<file path="config.mk">
export PLATFORM = sky130hd
export DESIGN_NAME = pwm_sar_adc_ctrl
export DESIGN_NICKNAME = d
export VERILOG_FILES = /design/src/rtl/pwm_sar_adc_ctrl.sv
export SDC_FILE = /design/constraint.sdc
export NUM_CORES = 1
export LEC_CHECK = 0
export CORE_AREA = 4 4 97 53
export DETAILED_ROUTE_END_ITERATION = 10
export DIE_AREA = 0 0 101 57
export GPL_TIMING_DRIVEN = 0
export PLACE_DENSITY = 0.9
export SYNTH_ARGS = -nofsm -noshare
export SYNTH_HDL_FRONTEND = slang
export SYNTH_SLANG_ARGS = --single-unit
</file>
<file path="constraint.sdc">
create_clock -name clk -period 2 [get_ports clk]
set_input_delay 0.3 -clock clk [delete_from_list [all_inputs] [get_ports clk]]
set_output_delay 0.3 -clock clk [all_outputs]
set_load 0.01 [all_outputs]
</file>
<file path="src/rtl/pwm_sar_adc_ctrl.sv">
// Successive-approximation controller: steps a PWM DAC through MSB-first trial codes,
// waits a number of DAC periods for the RC filter, and keeps or clears each bit from the comparator.
module pwm_sar_adc_ctrl #(
  parameter int WIDTH          = 13,
  parameter int SETTLE_PERIODS = 4
) (
  input  logic             clk,
  input  logic             reset_n,
  input  logic             start,
  input  logic             abort,
  input  logic             comp_in,
  input  logic             pwm_zero,
  output logic             dac_enable,
  output logic [WIDTH-1:0] dac_duty,
  output logic [WIDTH-1:0] result,
  output logic             valid,
  output logic             busy
);

  localparam int IW = (WIDTH > 1) ? $clog2(WIDTH) : 1;
  localparam int CW = $clog2(SETTLE_PERIODS + 1);

  localparam logic [1:0] S_IDLE   = 2'd0;
  localparam logic [1:0] S_SETTLE = 2'd1;
  localparam logic [1:0] S_DECIDE = 2'd2;
  localparam logic [1:0] S_DONE   = 2'd3;

  localparam logic [IW-1:0]    IDX_MSB  = IW'(WIDTH - 1);
  localparam logic [CW-1:0]    CNT_MAX  = CW'(SETTLE_PERIODS);
  localparam logic [WIDTH-1:0] DUTY_MSB = WIDTH'(1) << (WIDTH - 1);

  function automatic logic [WIDTH-1:0] bit_mask(input logic [IW-1:0] idx);
    bit_mask = WIDTH'(1) << idx;
  endfunction

  logic [1:0]       state_q, state_d;
  logic [IW-1:0]    idx_q, idx_d;
  logic [CW-1:0]    cnt_q, cnt_d;
  logic [CW-1:0]    cnt_inc_s;
  logic [WIDTH-1:0] duty_q, duty_d;
  logic [WIDTH-1:0] duty_dec_s;
  logic [WIDTH-1:0] result_q, result_d;
  logic             valid_q, valid_d;
  logic             busy_q, busy_d;
  logic             dac_en_q;
  logic             comp_meta_q;
  logic             comp_s_q;

  // Two-flop synchronizer for the asynchronous comparator output.
  always_ff @(posedge clk or negedge reset_n) begin
    if (!reset_n) begin
      comp_meta_q <= 1'b0;
      comp_s_q    <= 1'b0;
    end else begin
      comp_meta_q <= comp_in;
      comp_s_q    <= comp_meta_q;
    end
  end

  // Next-state and datapath logic for the conversion sequence.
  always_comb begin
    state_d    = state_q;
    idx_d      = idx_q;
    cnt_d      = cnt_q;
    duty_d     = duty_q;
    result_d   = result_q;
    valid_d    = 1'b0;
    cnt_inc_s  = cnt_q + CW'(1);
    // Comparator verdict on the bit under trial; the next trial bit is OR-ed in on the same write.
    duty_dec_s = comp_s_q ? duty_q : (duty_q & ~bit_mask(idx_q));

    case (state_q)
      S_IDLE: begin
        if (start) begin
          state_d = S_SETTLE;
          duty_d  = DUTY_MSB;
          idx_d   = IDX_MSB;
          cnt_d   = CW'(0);
        end else begin
          state_d = S_IDLE;
        end
      end
      S_SETTLE: begin
        if (abort) begin
          state_d = S_IDLE;
          duty_d  = {WIDTH{1'b0}};
          cnt_d   = CW'(0);
        end else if (pwm_zero) begin
          cnt_d = cnt_inc_s;
          if (cnt_inc_s == CNT_MAX) begin
            state_d = S_DECIDE;
          end else begin
            state_d = S_SETTLE;
          end
        end else begin
          state_d = S_SETTLE;
        end
      end
      S_DECIDE: begin
        if (abort) begin
          state_d = S_IDLE;
          duty_d  = {WIDTH{1'b0}};
          cnt_d   = CW'(0);
        end else if (idx_q == IW'(0)) begin
          state_d  = S_DONE;
          duty_d   = duty_dec_s;
          result_d = duty_dec_s;
          valid_d  = 1'b1;
        end else begin
          state_d = S_SETTLE;
          idx_d   = idx_q - IW'(1);
          duty_d  = duty_dec_s | bit_mask(idx_q - IW'(1));
          cnt_d   = CW'(0);
        end
      end
      S_DONE: begin
        state_d = S_IDLE;
      end
      default: begin
        state_d = S_IDLE;
      end
    endcase

    busy_d = (state_d == S_SETTLE) || (state_d == S_DECIDE);
  end

  // State, datapath and registered output flops.
  always_ff @(posedge clk or negedge reset_n) begin
    if (!reset_n) begin
      state_q  <= S_IDLE;
      idx_q    <= IDX_MSB;
      cnt_q    <= CW'(0);
      duty_q   <= {WIDTH{1'b0}};
      result_q <= {WIDTH{1'b0}};
      valid_q  <= 1'b0;
      busy_q   <= 1'b0;
      dac_en_q <= 1'b0;
    end else begin
      state_q  <= state_d;
      idx_q    <= idx_d;
      cnt_q    <= cnt_d;
      duty_q   <= duty_d;
      result_q <= result_d;
      valid_q  <= valid_d;
      busy_q   <= busy_d;
      dac_en_q <= 1'b1;
    end
  end

  assign dac_enable = dac_en_q;
  assign dac_duty   = duty_q;
  assign result     = result_q;
  assign valid      = valid_q;
  assign busy       = busy_q;

endmodule

</file>
# Word level (Yosys, flattened, before mapping)
# Index checks and enable logic that the tools add are counted.
[op_classes]
n_addsub = 2
multipliers = 0
div = 0
magnitude_cmp = 0
n_eq_ne = 12
shift = 2
mux = 26
bitwise = 4
reduce_logical = 9
[ops]
columns = ["op", "n"]
rows = [
  ["2-to-1 mux 13 bit", 5],
  ["one-hot mux 13 bit (3 select lines)", 1],
  ["<< shifter 1 x 4 -> 13 bit, first input constant", 2],
  ["2-to-1 mux 3 bit", 5],
  ["bitwise AND 13 bit", 1],
  ["NOT 13 bit", 1],
  ["bitwise OR 13 bit", 1],
  ["2-to-1 mux 4 bit", 3],
  ["2-to-1 mux 2 bit", 5],
  ["one-hot mux 3 bit (3 select lines)", 1],
  ["!= test 2 bit, second input constant", 4],
  ["one-hot mux 2 bit (4 select lines)", 1],
  ["one-hot mux 4 bit (2 select lines)", 1],
  ["AND reduction 4 bit", 2],
  ["equality test 2 bit, second input constant", 3],
  ["!= test 3 bit, second input constant", 2],
  ["AND reduction 3 bit", 2],
  ["equality test 2 x 1 -> 1 bit, second input constant", 2],
  ["zero test 4 bit", 1],
  ["2-to-1 mux 1 bit", 4],
  ["subtractor 4 x 1 -> 4 bit, second input constant", 1],
  ["adder 3 x 1 -> 3 bit, second input constant", 1],
  ["equality test 3 bit, second input constant", 1],
  ["nonzero test 3 bit", 1],
  ["4 further kinds", 4],
]
[totals]
regBits = 40
latch_bits = 0
ramBits = 0
romBits = 0
input_bits = 6
output_inout_bits = 29
word_cells = 65
n_memories = 0

# Longest topological paths before layout
[logic_depth]
word_depth = 8
depth_mapped = 8
ltp_nobuf = 6

# Worst setup path after synthesis
# Ideal clock, no wire load.
[synth_timing]
kind = "flip-flop to flip-flop"
from = "register idx_q[0]"
to = "register idx_q[1]"
setup_time_ns = 0.078
arrival_time_ns = 1.664
required_ns = 1.922
path_slack_ns = 0.258
path_stages_with_launch = 8
n_path_buf = 1
synth_period_minus_slack_ns = 1.742
cell_sequence = "dfrtp_1 -> inv_1 -> ha_1 -> buf_4 -> nor3b_4 -> or3_4 -> o22ai_1 -> o2bb2ai_1"
[synth_between]
elab_chain_len = 4
elab_cells_between_ends = 7
cone_classes = "add/sub: 1; eq/ne: 1; mux: 3; reduce/logical: 2"
[synth_rtl]
columns = ["item", "line", "source"]
rows = [
  ["from (decl)", "37", "logic [IW-1:0] idx_q, idx_d;"],
  ["from (signal assigned)", "140", "idx_q <= idx_d;"],
  ["subtractor 4 x 1 -> 4 bit", "111", "idx_d = idx_q - IW'(1);"],
  ["2-to-1 mux 4 bit", "104", "end else if (idx_q == IW'(0)) begin"],
  ["2-to-1 mux 4 bit", "100", "if (abort) begin"],
  ["one-hot mux 4 bit (2 select lines)", "72", "case (state_q)"],
]
# Several ways; a longest one is shown, not always the timed one. The select of a mux whose other input is x is not followed.
# A chain may end at the register's enable or synchronous reset.

# Worst setup path in the final report
[layout_timing]
from = "register state_q[1]"
to = "register duty_q[11] (netlist: dac_duty[11])"
[layout_between]
elab_chain_len = 3
elab_cells_between_ends = 8
cone_classes = "eq/ne: 4; mux: 1; reduce/logical: 3"
[layout_rtl]
columns = ["item", "line", "source"]
rows = [
  ["from (decl)", "36", "logic [1:0] state_q, state_d;"],
  ["from (signal assigned)", "139", "state_q <= state_d;"],
  ["equality test 2 x 1 -> 1 bit, or another cell as far along", "72", ""],
  ["!= test 2 bit (no line) or nonzero test 3 bit (tied branches)", "-", ""],
  ["AND reduction 3 bit (no line)", "-", ""],
  ["to (signal assigned)", "133", "duty_q <= {WIDTH{1'b0}};"],
  ["to (signal assigned)", "142", "duty_q <= duty_d;"],
  ["to (decl)", "40", "logic [WIDTH-1:0] duty_q, duty_d;"],
]
# Several ways; a longest one is shown, not always the timed one.

==> results.toml <==
[status]
outcome = "finished, final reports clean"

[setup_path]
cp.depth = 7
r2r_cells = 7
worstPathRequired_ns = 2.21
worstSetupStartpointType = "flip-flop"
crit_chain = "inv_1 -> ha_1 -> nor4bb_2 -> nand3_1 -> buf_6 -> o21ai_1 -> o2bb2ai_1"
crit_type = "flip-flop to flip-flop"
slowest_stage = "dfrtp_1"
cp-end-kind = "flip-flop"
rrSetupSlack_ns = 0.05
crit_family = "simple AND/OR/NAND/NOR gates"
r2r-start = "state_q[1]$_DFF_PN0_"
cp.arrival_ns = 2.16
critPathBufInv = 2
max_stage_delay_ns = 0.39
worstReg2RegEnd = "dac_duty[11]$_DFFE_PN0P_"
crit_fanout = 10

[final_layout]
antennaDiodeCount = 0
fillCellCount = 353
area_growth_pct = 24.6
final_cell_mix = "36 x dfrtp_1, 33 x clkdlybuf4s50_1, 22 x nand2_1"
layout_commonest_cell = "dfrtp_1"
layout-drive-gt1-share_pct = 18.2
final_core_util_pct = 65.3
final_cells = 326
fin_nets = 285

[floorplan]
dieArea_um2 = 5760
die_y_um = 57
core_area_um2 = 4280
rows = 17
die_w_um = 101
ios = 35
start_util_pct = 52.4

[pwr]
sw_frac_of_total_pct = 25.2
p_sw_mw = 0.394
combPwrFrac_pct = 9.8
power_frac_clock_pct = 37.0
powerDensity_nw_per_um2 = 560
seqPwrFrac_pct = 53.2
power.leakage_nw = 1.14
vdd_ir_drop_max_uv = 417
intPower_mw = 1.17

[timing]
final-setup-viol-count = 0
skew_ns = 0.00536
worstMarginPinSlew_ns = 0.886
relSlewSlack_pct = 40.9
fin_hold_ws_ns = 0.121
finalCritPeriodShare_pct = 97.3
worst_slack_ns = 0.0534
hold_viol = 0
finalMaxSlewViolations = 0
fmax_mhz = 514
fin_crit_ns = 1.95

[logic_synthesis]
synth_edf_count = 0
synth_area_per_cell_um2 = 9.96
syn-num-nets = 242
yosys_register_bits = 40
synth_cells = 225
synth_top_area_share_pct = 42.4
ys.flop_type = "dfrtp_1"
synth_cell_types = 54
yosysTopAreaCell = "dfrtp_1"
ys_seq_area_share_pct = 44.8
synthArstFlopShare_pct = 100
syn-cell-area_um2 = 2240
yosysWarnings = 0
synth_area_leaders = "dfrtp_1 42%, ha_1 6.1%, o21ai_1 4.7%"

[placement]
placedCellCount = 316
gp_congestion = 0.927
hpwlAfterDp_mm = 4.23
preCtsSetupSlack_ns = -0.0278
numPortBuffers = 34

[routing]
drcViolationCount = 0
vias = 1989
via_per_inst = 6.10
routedWlPerCell_um = 17.9
drtPass1Iterations = 5
ant_nets = 0
drt-total-wl_mm = 5.82
dr.first_iter.drc_count = 202

[clocking]
insertion_delay_ns = 0.30
cts_sinks = 40
clockBufferDepth = 2
cts_tree = "done"
clk_pin_slew_worst_paths_ns = 0.08
cts-root-buf = "clkbuf_8"
cts_made_buffers = 5
h-tree-depth = 2

[global_route]
grt_start_max_net_pins = 41
antenna_found_initial = 0
grt_pass1_vias = 1774
track_usage_pct = 20.5
grt_first_pass_wirelength_mm = 9.11
gr-total-overflow = 0

[hold_path]
min_path_type = "primary input to asynchronous set/reset pin"

[flow_run]
cap_viol_max_count = 0
cell families after synthesis:
logic type	count (synthesis)	share of synthesized area, %
compound gates	76	24.2
simple gates	71	17.9
flops	40	44.8
buf+inv	25	6.42
fa+ha+maj	11	6.14
mux	1	0.447
other cells	1	0.167
repair_timing:
| action | 4_1_cts | 5_1_grt |
|---|---|---|
| setup endpoints to repair | 7 | 31 |
| pin swaps | 0 | 0 |
| buffers inserted | 1 | 1 |
| resized for setup | 2 | 12 |
| hold buffers | 0 | 0 |
| cloned | 0 | 0 |
metal layers:
metal / part of all wire [%] / vias to the layer above / global-route usage [%]
li1: - / 899 / -
met1: 48 / 963 / 32.2
met2: 41 / 115 / 28.5
met3: 9.6 / 12 / 4.40
met4: 1.2 / 0 / 5.49
met5: 0 / - / 0
synthesized netlist by cell type, types with 3 or more instances:
cell type  count
o221ai_1       3
o21ai_0       12
nor2b_1        4
o31ai_1        5
buf_6          5
nand2b_1      11
inv_1         11
nor2_1        13
ha_1          11
a21oi_1        4
nand3_1        3
o22ai_1        5
buf_2          4
o21ai_1       21
o2bb2ai_1      5
nand2_1       22
a32o_1         5
dfrtp_1       38
through the flow:
stage	area [um^2]	total power, mW	setup TNS (ns)
3_3_place_gp	2650	0.990	-12.87
2_1_floorplan	2240	0.929	0
6_report	2790	1.56	0
3_5_place_dp	2650	0.995	-0.105
5_1_grt	2790	1.62	-0.0537
4_1_cts	2750	1.57	0
power groups by stage:
stage,Clock (mW),Combinational [mW],Sequential (mW)
6_report,0.577,0.153,0.832
3_5_place_dp,0,0.147,0.848
2_1_floorplan,0,0.0806,0.849
3_3_place_gp,0,0.143,0.847
5_1_grt,0.614,0.169,0.835
4_1_cts,0.586,0.148,0.832
layout make-up:
cell class / instances / area (um^2) / area share (%)
clock inverter: 1 / 7.51 / 0.269
clock buffer: 7 / 86.3 / 3.09
sequential: 40 / 1010 / 36.0
tap: 57 / 71.3 / 2.55
buffer: 13 / 106 / 3.81
inverter: 12 / 45.0 / 1.61
multi-input combinational: 160 / 1120 / 40.1
timing repair buffer: 36 / 350 / 12.6
worst max path at each step:
stage,startpoint,end
finish,state_q[1]$_DFF_PN0_,dac_duty[11]$_DFFE_PN0P_
global route,state_q[1]$_DFF_PN0_,dac_duty[8]$_DFFE_PN0P_
CTS,idx_q[1]$_DFFE_PN0P_,idx_q[3]$_DFFE_PN1P_
detailed placement,abort,dac_duty[10]$_DFFE_PN0P_
global placement,reset_n,dac_duty[11]$_DFFE_PN0P_
floorplan,idx_q[0]$_DFFE_PN0P_,idx_q[1]$_DFFE_PN0P_
sequential cells by signal, indices dropped and copies added (netlist names):
register and count:
dac_enable 1, state_q 2, valid 1, dac_duty 13, cnt_q 3, comp_s_q 1, idx_q 4, result 13
comp_meta_q 1, busy 1
Power figures use the tool's default switching activity.
